### src/rtl/udp_tx_sched_pkg.sv
// Shared types and helpers for the UDP TX FIFO read-side scheduler.
// Holds the scheduler state encoding, the length field width and the
// word-to-byte length conversion used when a packet request is issued.
package udp_tx_sched_pkg;

    // Width of the UDP payload length field presented to the stack.
    localparam int LEN_W = 16;

    // Scheduler phases, in the order a packet walks through them.
    typedef enum logic [1:0] {
        ST_IDLE = 2'd0,
        ST_REQ  = 2'd1,
        ST_SEND = 2'd2,
        ST_GAP  = 2'd3
    } sched_state_t;

    // Payload byte count for a packet of 'words' FIFO words.
    // The product is truncated to the length field width on purpose: the
    // stack only carries LEN_W bits and oversize configurations wrap.
    function automatic logic [LEN_W-1:0] bytes_of(input int unsigned words,
                                                  input int unsigned data_width);
        int unsigned bytes;
        bytes = words * (data_width / 8);
        return bytes[LEN_W-1:0];
    endfunction

endpackage

### src/rtl/udp_tx_fifo_sched.sv
// Read-side scheduler for the UDP TX distributed FIFO.
// Cuts the FIFO read stream into UDP packets: a full packet as soon as
// PKT_WORDS are available, or a flush of whatever is buffered once the
// level has sat non-zero (and short of a full packet) for TIMEOUT_CYC
// cycles. For each packet it requests the stack with a byte length, pops
// one FIFO word per stack word request, then holds off for GAP_CYC cycles.
//
// state | meaning
// ------+-------------------------------------------------------------
// IDLE  | waiting for a full packet or the idle timeout; timer = timeout
// REQ   | udp_tx_req high until the stack samples it with udp_tx_ready
// SEND  | one FIFO pop per udp_tx_data_req until words_left reaches 0
// GAP   | forced inter-packet gap; timer = remaining gap cycles
module udp_tx_fifo_sched #(
    parameter int ADDR_WIDTH  = 10,
    parameter int DATA_WIDTH  = 32,
    parameter int PKT_WORDS   = 256,
    parameter int TIMEOUT_CYC = 4096,
    parameter int GAP_CYC     = 12
) (
    input  logic                  rd_clk,
    input  logic                  rd_rst,
    input  logic                  enable,
    input  logic [ADDR_WIDTH:0]   fifo_rd_level,
    input  logic                  fifo_empty,
    input  logic [DATA_WIDTH-1:0] fifo_rd_data,
    output logic                  fifo_rd_en,
    output logic                  udp_tx_req,
    output logic [15:0]           udp_tx_len,
    input  logic                  udp_tx_ready,
    input  logic                  udp_tx_data_req,
    output logic [DATA_WIDTH-1:0] udp_tx_data,
    output logic                  udp_tx_data_valid,
    output logic                  busy,
    output logic [15:0]           pkt_cnt,
    output logic                  underrun_err
);

    import udp_tx_sched_pkg::*;

    // Parameter sanity: byte lengths need whole-byte words, and a full
    // packet must fit in the FIFO or the full-packet trigger never fires.
    if ((DATA_WIDTH % 8) != 0 || DATA_WIDTH < 8) begin : g_bad_data_width
        $fatal(1, "udp_tx_fifo_sched: DATA_WIDTH must be a positive multiple of 8");
    end
    if (PKT_WORDS < 1 || PKT_WORDS > (2 ** ADDR_WIDTH)) begin : g_bad_pkt_words
        $fatal(1, "udp_tx_fifo_sched: PKT_WORDS must be in 1..2**ADDR_WIDTH");
    end
    if (TIMEOUT_CYC < 1 || GAP_CYC < 1) begin : g_bad_timers
        $fatal(1, "udp_tx_fifo_sched: TIMEOUT_CYC and GAP_CYC must be >= 1");
    end

    // One down-counter serves both the idle timeout and the gap, so it is
    // sized for whichever of the two is longer.
    localparam int CNT_MAX = (TIMEOUT_CYC > GAP_CYC) ? TIMEOUT_CYC : GAP_CYC;
    localparam int CNT_W   = $clog2(CNT_MAX + 1);

    localparam logic [ADDR_WIDTH:0] LP_PKT_WORDS = (ADDR_WIDTH + 1)'(PKT_WORDS);
    localparam logic [ADDR_WIDTH:0] LP_WL_ONE    = (ADDR_WIDTH + 1)'(1);
    localparam logic [CNT_W-1:0]    LP_TMO_LOAD  = CNT_W'(TIMEOUT_CYC);
    localparam logic [CNT_W-1:0]    LP_GAP_LOAD  = CNT_W'(GAP_CYC - 1);
    localparam logic [CNT_W-1:0]    LP_CNT_ONE   = CNT_W'(1);
    localparam logic [LEN_W-1:0]    LP_PKT_ONE   = LEN_W'(1);

    sched_state_t            r_state;
    sched_state_t            w_state_nxt;
    logic [ADDR_WIDTH:0]     r_words_left;
    logic [ADDR_WIDTH:0]     w_words_nxt;
    logic [CNT_W-1:0]        r_cnt;
    logic [CNT_W-1:0]        w_cnt_nxt;
    logic                    w_start;

    logic [LEN_W-1:0]        r_len;
    logic [DATA_WIDTH-1:0]   r_data;
    logic                    r_valid;
    logic [LEN_W-1:0]        r_pkt_cnt;
    logic                    r_err;

    logic                    w_level_nz;
    logic                    w_level_full;
    logic                    w_accept;
    logic                    w_last;

    assign w_level_nz   = (fifo_rd_level != '0);
    assign w_level_full = (fifo_rd_level >= LP_PKT_WORDS);

    // A stack word request is consumed whenever the packet still owes
    // words, even if the FIFO is unexpectedly empty; that case emits a zero
    // word and flags an underrun so the advertised length stays honest.
    assign w_accept = (r_state == ST_SEND) && udp_tx_data_req && (r_words_left != '0);
    assign w_last   = w_accept && (r_words_left == LP_WL_ONE);

    assign fifo_rd_en        = w_accept && !fifo_empty;
    assign udp_tx_req        = (r_state == ST_REQ);
    assign busy              = (r_state != ST_IDLE);
    assign udp_tx_len        = r_len;
    assign udp_tx_data       = r_data;
    assign udp_tx_data_valid = r_valid;
    assign pkt_cnt           = r_pkt_cnt;
    assign underrun_err      = r_err;

    // Next-state, words-left and shared timer decode.
    always_comb begin
        w_state_nxt = r_state;
        w_words_nxt = r_words_left;
        w_cnt_nxt   = r_cnt;
        w_start     = 1'b0;
        unique case (r_state)
            ST_IDLE: begin
                if (!enable || !w_level_nz) begin
                    // Timeout restarts from scratch whenever nothing is pending.
                    w_cnt_nxt = LP_TMO_LOAD;
                end else if (w_level_full) begin
                    w_words_nxt = LP_PKT_WORDS;
                    w_state_nxt = ST_REQ;
                    w_start     = 1'b1;
                end else if (r_cnt == '0) begin
                    w_words_nxt = fifo_rd_level;
                    w_state_nxt = ST_REQ;
                    w_start     = 1'b1;
                end else begin
                    w_cnt_nxt = r_cnt - LP_CNT_ONE;
                end
            end
            ST_REQ: begin
                if (udp_tx_ready) begin
                    w_state_nxt = ST_SEND;
                end
            end
            ST_SEND: begin
                if (w_accept) begin
                    w_words_nxt = r_words_left - LP_WL_ONE;
                end
                if (w_last) begin
                    w_state_nxt = ST_GAP;
                    w_cnt_nxt   = LP_GAP_LOAD;
                end
            end
            ST_GAP: begin
                if (r_cnt == '0) begin
                    w_state_nxt = ST_IDLE;
                    w_cnt_nxt   = LP_TMO_LOAD;
                end else begin
                    w_cnt_nxt = r_cnt - LP_CNT_ONE;
                end
            end
            default: begin
                w_state_nxt = ST_IDLE;
                w_cnt_nxt   = LP_TMO_LOAD;
            end
        endcase
    end

    // Control state registers. The timer resets to 0 in IDLE; the FIFO
    // shares rd_rst, so the level is 0 on the first cycle after reset and
    // the timer is reloaded before it can ever be taken as expired.
    always_ff @(posedge rd_clk or posedge rd_rst) begin
        if (rd_rst) begin
            r_state      <= ST_IDLE;
            r_words_left <= '0;
            r_cnt        <= '0;
        end else begin
            r_state      <= w_state_nxt;
            r_words_left <= w_words_nxt;
            r_cnt        <= w_cnt_nxt;
        end
    end

    // Packet length latch: captured on the IDLE->REQ transition and held
    // until the next packet request.
    always_ff @(posedge rd_clk or posedge rd_rst) begin
        if (rd_rst) begin
            r_len <= '0;
        end else if (w_start) begin
            r_len <= bytes_of(32'(w_words_nxt), DATA_WIDTH);
        end
    end

    // Payload register: one-cycle latency from the pop to the valid pulse;
    // underrun slots carry zero data but still count against the length.
    always_ff @(posedge rd_clk or posedge rd_rst) begin
        if (rd_rst) begin
            r_data  <= '0;
            r_valid <= 1'b0;
        end else begin
            r_valid <= w_accept;
            if (w_accept) begin
                r_data <= fifo_empty ? '0 : fifo_rd_data;
            end
        end
    end

    // Packet counter and sticky underrun flag.
    always_ff @(posedge rd_clk or posedge rd_rst) begin
        if (rd_rst) begin
            r_pkt_cnt <= '0;
            r_err     <= 1'b0;
        end else begin
            if (w_last) begin
                r_pkt_cnt <= r_pkt_cnt + LP_PKT_ONE;
            end
            if (w_accept && fifo_empty) begin
                r_err <= 1'b1;
            end
        end
    end

endmodule

### config.mk
export PLATFORM = sky130hd
export DESIGN_NAME = udp_tx_fifo_sched
export DESIGN_NICKNAME = d
export VERILOG_FILES = /design/src/rtl/udp_tx_sched_pkg.sv /design/src/rtl/udp_tx_fifo_sched.sv
export SDC_FILE = /design/constraint.sdc
export NUM_CORES = 1
export LEC_CHECK = 0
export BUFFER_PORTS_ARGS = -buffer_cell sky130_fd_sc_hd__buf_2
export CORE_UTILIZATION = 53
export DETAILED_ROUTE_END_ITERATION = 7
export GPL_TIMING_DRIVEN = 0
export PLACE_DENSITY = 0.83
export SETUP_SLACK_MARGIN = 0.02
export SLEW_MARGIN = 10
export SYNTH_ARGS = -nofsm -noshare
export SYNTH_HDL_FRONTEND = slang
export SYNTH_SLANG_ARGS = --single-unit
### constraint.sdc
create_clock -name rd_clk -period 3.23 [get_ports rd_clk]
set_clock_uncertainty 0.05 [all_clocks]
set_input_delay 0.1615 -clock rd_clk [delete_from_list [all_inputs] [get_ports rd_clk]]
set_output_delay 0.1615 -clock rd_clk [all_outputs]
set_load 0.02 [all_outputs]
# After elaboration in Yosys (flattened, before gate mapping)
# Index checks and enable logic that the tools add are counted.
# W data, S select, Z words.
[totals] register_bits=87 input_bits=49 out_inout_bits=69 wordCells=63
[classes] addsub=3 order_cmp=1 n_eq_ne=11 mux=23 n_reduce_logical=17
[ops] op="$mux W13" n=5
[ops] op="$mux W11" n=4
[ops] op="$pmux W13 S3" n=1
[ops] op="$mux W32" n=1
[ops] op="$pmux W11 S2" n=1
[ops] op="$reduce_bool A11 Y1" n=2
[ops] op="$add A16 B1 Y16 const B" n=1
[ops] op="$logic_not A13 Y1" n=1
[ops] op="$sub A13 B1 Y13 const B" n=1
[ops] op="$mux W2" n=6
[ops] op="$eq A11 B1 Y1 const B" n=1
[ops] op="$ge A11 B9 Y1 const B" n=1
[ops] op="$sub A11 B1 Y11 const B" n=1
[ops] op="$ne A3 B3 Y1 const B" n=3
[ops] op="$pmux W2 S4" n=1
[ops] op="$ne A2 B2 Y1 const B" n=3
[ops] op="$logic_and A1 B1 Y1" n=5
[ops] op="$reduce_and A5 Y1" n=1
[ops] op="$eq A2 B2 Y1 const B" n=2
[ops] op="$mux W1" n=4
[ops] op="$reduce_and A4 Y1" n=1
[ops] op="$logic_not A1 Y1" n=3
[ops] op="$reduce_bool A3 Y1" n=1
[ops] op="$eq A2 B1 Y1 const B" n=1
[ops] op="other kinds (4)" n=4

# Longest topological paths before layout
[depth] ltp_word=6 mapped_depth=10 mapped_depth_nobuf=8

# Least setup slack after synthesis
# OpenSTA, ideal clock, no wires.
[synth_timing] kind="reg-to-reg" from="register r_cnt[0]" to="register r_cnt[12]" setup_ns=0.121 t_arrival_ns=2.428 t_required_ns=3.059 setup_slack_ns=0.631 path_stages_with_launch=10 n_path_buf=1 synth_period_minus_slack_ns=2.599 path_cell_list="dfrtp_1 -> inv_1 -> ha_1 -> or4b_2 -> or4_4 -> a211oi_2 -> buf_6 -> a211o_4 -> a21oi_1 -> o22a_1"
[synth_between] elab_chain_len=5 word_cells_on_any_way=9 cone_classes="add/sub: 1; eq/ne: 1; mux: 5; reduce/logical: 2"
[synth_lines] element="start: declaration" line_no="udp_tx_fifo_sched.sv:69" text="logic [CNT_W-1:0] r_cnt;"
[synth_lines] element="start signal: assignment" line_no="udp_tx_fifo_sched.sv:165" text="r_cnt <= w_cnt_nxt;"
[synth_lines] element="$sub A13 B1 Y13" line_no="udp_tx_fifo_sched.sv:122, udp_tx_fifo_sched.sv:144"
[synth_lines] element="$mux W13" line_no="udp_tx_fifo_sched.sv:117" text="end else if (r_cnt == '0) begin"
[synth_lines] element="$mux W13" line_no="udp_tx_fifo_sched.sv:113" text="end else if (w_level_full) begin"
[synth_lines] element="$mux W13" line_no="udp_tx_fifo_sched.sv:110" text="if (!enable || !w_level_nz) begin"
[synth_lines] element="$pmux W13 S3" line_no="udp_tx_fifo_sched.sv:108" text="unique case (r_state)"
# Parallel ways exist; a longest one is shown, timed or not. The select of a mux whose other input is x is not followed.
# A chain may end at the register's enable or synchronous reset.

# Worst setup path in the final report
[layout_timing] from="register r_words_left[3]" to="output fifo_rd_en"
[layout_between] elab_chain_len=3
[layout_lines] element="start: declaration" line_no="udp_tx_fifo_sched.sv:67" text="logic [ADDR_WIDTH:0] r_words_left;"
[layout_lines] element="start signal: assignment" line_no="udp_tx_fifo_sched.sv:164" text="r_words_left <= w_words_nxt;"
[layout_lines] element="$reduce_bool A11 Y1" line_no="udp_tx_fifo_sched.sv:90" text="assign w_accept = (r_state == ST_SEND) && udp_tx_data_req && (r_words_left != '0);"
[layout_lines] element="$logic_and A1 B1 Y1" line_no="udp_tx_fifo_sched.sv:90"
[layout_lines] element="$logic_and A1 B1 Y1" line_no="udp_tx_fifo_sched.sv:93" text="assign fifo_rd_en = w_accept && !fifo_empty;"
[layout_lines] element="end: declaration" line_no="udp_tx_fifo_sched.sv:27" text="output logic fifo_rd_en,"
# Every way passes these cells.

==> results_dict.tcl <==
set metrics [dict create \
    antenna_cells 0 \
    power.leakage_nw 2.78 \
    powerDensity_mw_per_mm2 811 \
    reg2reg_from "r_words_left[3]" \
    drt_iter0_drc 203 \
    via_count 4054 \
    clk_pin_slew_ps 100 \
    max_cap_violations 0 \
    yosysWarnings 0 \
    crit_required_ps 3020 \
    grt_setup_unrepaired "no" \
    relSlewSlack_pct 42.4 \
    synthesis.area_mm2 0.00443 \
    portBuffers 112 \
    critPathMaxStageDelay_ps 600 \
    worst_slack_ps 270 \
    die_y_um 93.4 \
    pwr-share-clk_pct 15.9 \
    synth_flop_cell "dfrtp_1" \
    post_cts_buffers 0 \
    final_cell_mix "buf_2, dfrtp_1, nand2_1" \
    ant_nets 0 \
    period_share_pct 91.6 \
    period_minus_slack_ps 2960 \
    pin_count 118 \
    seq_area_mm2 0.00218 \
    seqPwrFrac_pct 37.1 \
    core_region_area_mm2 0.00789 \
    clock_latency_ps 360 \
    multiInputGateArea_mm2 0.00208 \
    rows 32 \
    worst_setup_path_start_kind "flop" \
    synth_seq_cells 87 \
    cp_slowest_cell "or4_1" \
    cp-end-kind "primary output" \
    wl_um 11200 \
    path_max_fanout 14 \
    dp_slack_ps 369 \
    pwr-share-comb_pct 47.0 \
    critPathKind "flop to primary output" \
    min_from "fifo_rd_data[30]" \
    grtUsageTotal_pct 27.2 \
    drive_above_1_share_pct 25.2 \
    die_x_um 93.4 \
    cp_top_family "simple AND/OR/NAND/NOR gates" \
    syn_area_per_cell_um2 9.44 \
    htree_levels 3 \
    slew_viol_final 0 \
    hp-class "input port to flop" \
    finalNonFillerCells 725 \
    viasPerCell 5.59 \
    gp_congestion 0.919 \
    crit_chain "or4_1, nor3_4, a21o_1, clkbuf_2, nor2_1, buf_2" \
    final_common_cell "buf_2" \
    ys_seq_area_share_pct 49.2 \
    cts_tree "built" \
    ir_drop_mv 0.438 \
    arrival_ps 2750 \
    drc 0 \
    dp_cells 688 \
    grt_max_degree 49 \
    antenna_found_initial 0 \
    crit_start "r_words_left[3]" \
    power_switching_w 0.00204 \
    die_area_mm2 0.00872 \
    total_power_w 0.00451 \
    initial_utilization_pct 56.1 \
    synth_area_leaders "dfrtp_1, o21ai_0, nand2_1" \
    max_freq_mhz 338 \
    clockBufferDepth 2 \
    globalRouteOverflowTotal 0 \
    synth.distinct_cells 58 \
    grt_pass1_vias 3916 \
    worst_pin_slew_ps 853 \
    netlist.area_leader.share_pct 49.2 \
    synth_largest_area_cell "dfrtp_1" \
    cts.sink_count 87 \
    cts-root-buf "clkbuf_8" \
    synth_edf_count 0 \
    routedWlPerCell_um 15.4 \
    postSynthCellCount 469 \
    syn_to_final_growth_pct 25.6 \
    path_buf_inv 2 \
    fin_nets 678 \
    internal_power_w 0.00247 \
    fillers 601 \
    swShare_pct 45.3 \
    hold_viol 0 \
    status "finished clean" \
    cts_buffers 9 \
    async_flop_share_pct 100 \
    grt_first_pass_wirelength_um 18400 \
    first_pass_iters 5 \
    dp_hpwl_um 7870 \
    finalSetupViolCount 0 \
]
-- synthesized netlist by cell type, types with 3 or more instances --
cell type,count
buf_4,5
nand4_1,3
nor3_1,11
mux2_2,6
a22oi_1,3
clkbuf_1,14
xnor2_1,11
nor2_1,33
a21oi_1,10
nor4_1,6
nand2_1,69
o41ai_1,4
xor2_1,7
buf_2,3
ha_1,11
or4_1,6
dfrtp_1,87
inv_1,17
a21o_1,4
nand2b_1,36
o21ai_0,57
o21ai_1,3
a31oi_1,3
nand3_1,9
or3_1,6
o31ai_1,4
-- cell type report --
cell class | count | share of cell area (%)
flip-flops and latches | 87 | 39.2
clock buffers | 10 | 2.30
inverters | 17 | 1.19
multi-input cells | 346 | 37.5
clock inverters | 6 | 0.968
plain buffers | 22 | 2.05
repair buffers | 135 | 14.5
well taps | 102 | 2.30
-- power by group through the flow --
stage          sequential [W]  combinational (W)  clock [W]
2_1_floorplan         0.00188            0.00123          0
3_5_place_dp          0.00168            0.00207          0
4_1_cts               0.00166            0.00210   0.000726
3_3_place_gp          0.00166            0.00200          0
6_report              0.00167            0.00212   0.000716
5_1_grt               0.00172            0.00235   0.000777
-- routing by layer --
layer | share of wire [%] | wire length, µm | vias up | track usage [%]
met3 | 5.5 | 618 | 26 | 4.72
met5 | 0 | 0 | - | 0
met1 | 43 | 4830 | 1945 | 36.6
met4 | 2.2 | 246 | 0 | 11.7
met2 | 49 | 5500 | 158 | 43.6
li1 | - | - | 1925 | -
-- final timing paths --
path / slack, ps / to / cells past startpoint
max: 270 / fifo_rd_en / 6
min in group asynchronous: 350 / pkt_cnt[12] / 3
max in group asynchronous: 2180 / r_words_left[6] / 4
max reg2reg: 340 / r_cnt[5] / 6
min reg2reg: 410 / underrun_err / 1
min: 10 / udp_tx_data[30] / 3
-- cells by family after synthesis --
logic type                 after synthesis  synth area share, %
buffers and inverters                   40                 4.07
AOI/OAI and AO/OA                      113                 16.3
and+or+nand+nor                        191                 21.7
xor gates and xnor gates                18                 3.56
other                                    1               0.0847
adders and majority gates               11                 3.11
muxes                                    8                 1.98
DFF                                     87                 49.2
-- through the flow --
stage,hold slack (ps),instance area [µm²],util [%],TNS (ps)
5_1_grt,17.6,5560,70.5,0
3_3_place_gp,366,5130,65.0,-17420
6_report,11.8,5560,70.5,0
2_1_floorplan,247,4440,-,0
3_5_place_dp,193,5160,65.4,0
4_1_cts,4.75,5560,70.5,0
-- worst min-delay path: cells and delay by family --
kind,cells,cell delay (ps)
AO/OA/AOI/OAI,1,70
buffers and inverters,1,100
AND/OR/NAND/NOR,1,60
-- sequential cells by signal, summed over array words and instances (netlist names) --
| register | flops |
|---|---|
| r_state | 2 |
| r_cnt | 13 |
| underrun_err | 1 |
| udp_tx_len | 11 |
| udp_tx_data_valid | 1 |
| pkt_cnt | 16 |
| r_words_left | 11 |
| udp_tx_data | 32 |
-- what timing repair did --
item | CTS | global route
setup endpoints to repair | 1 | 1
resized for setup | 1 | 0
hold buffers | 22 | 0
hold endpoints to repair | 60 | 0
(Power assumes the default switching activity.)
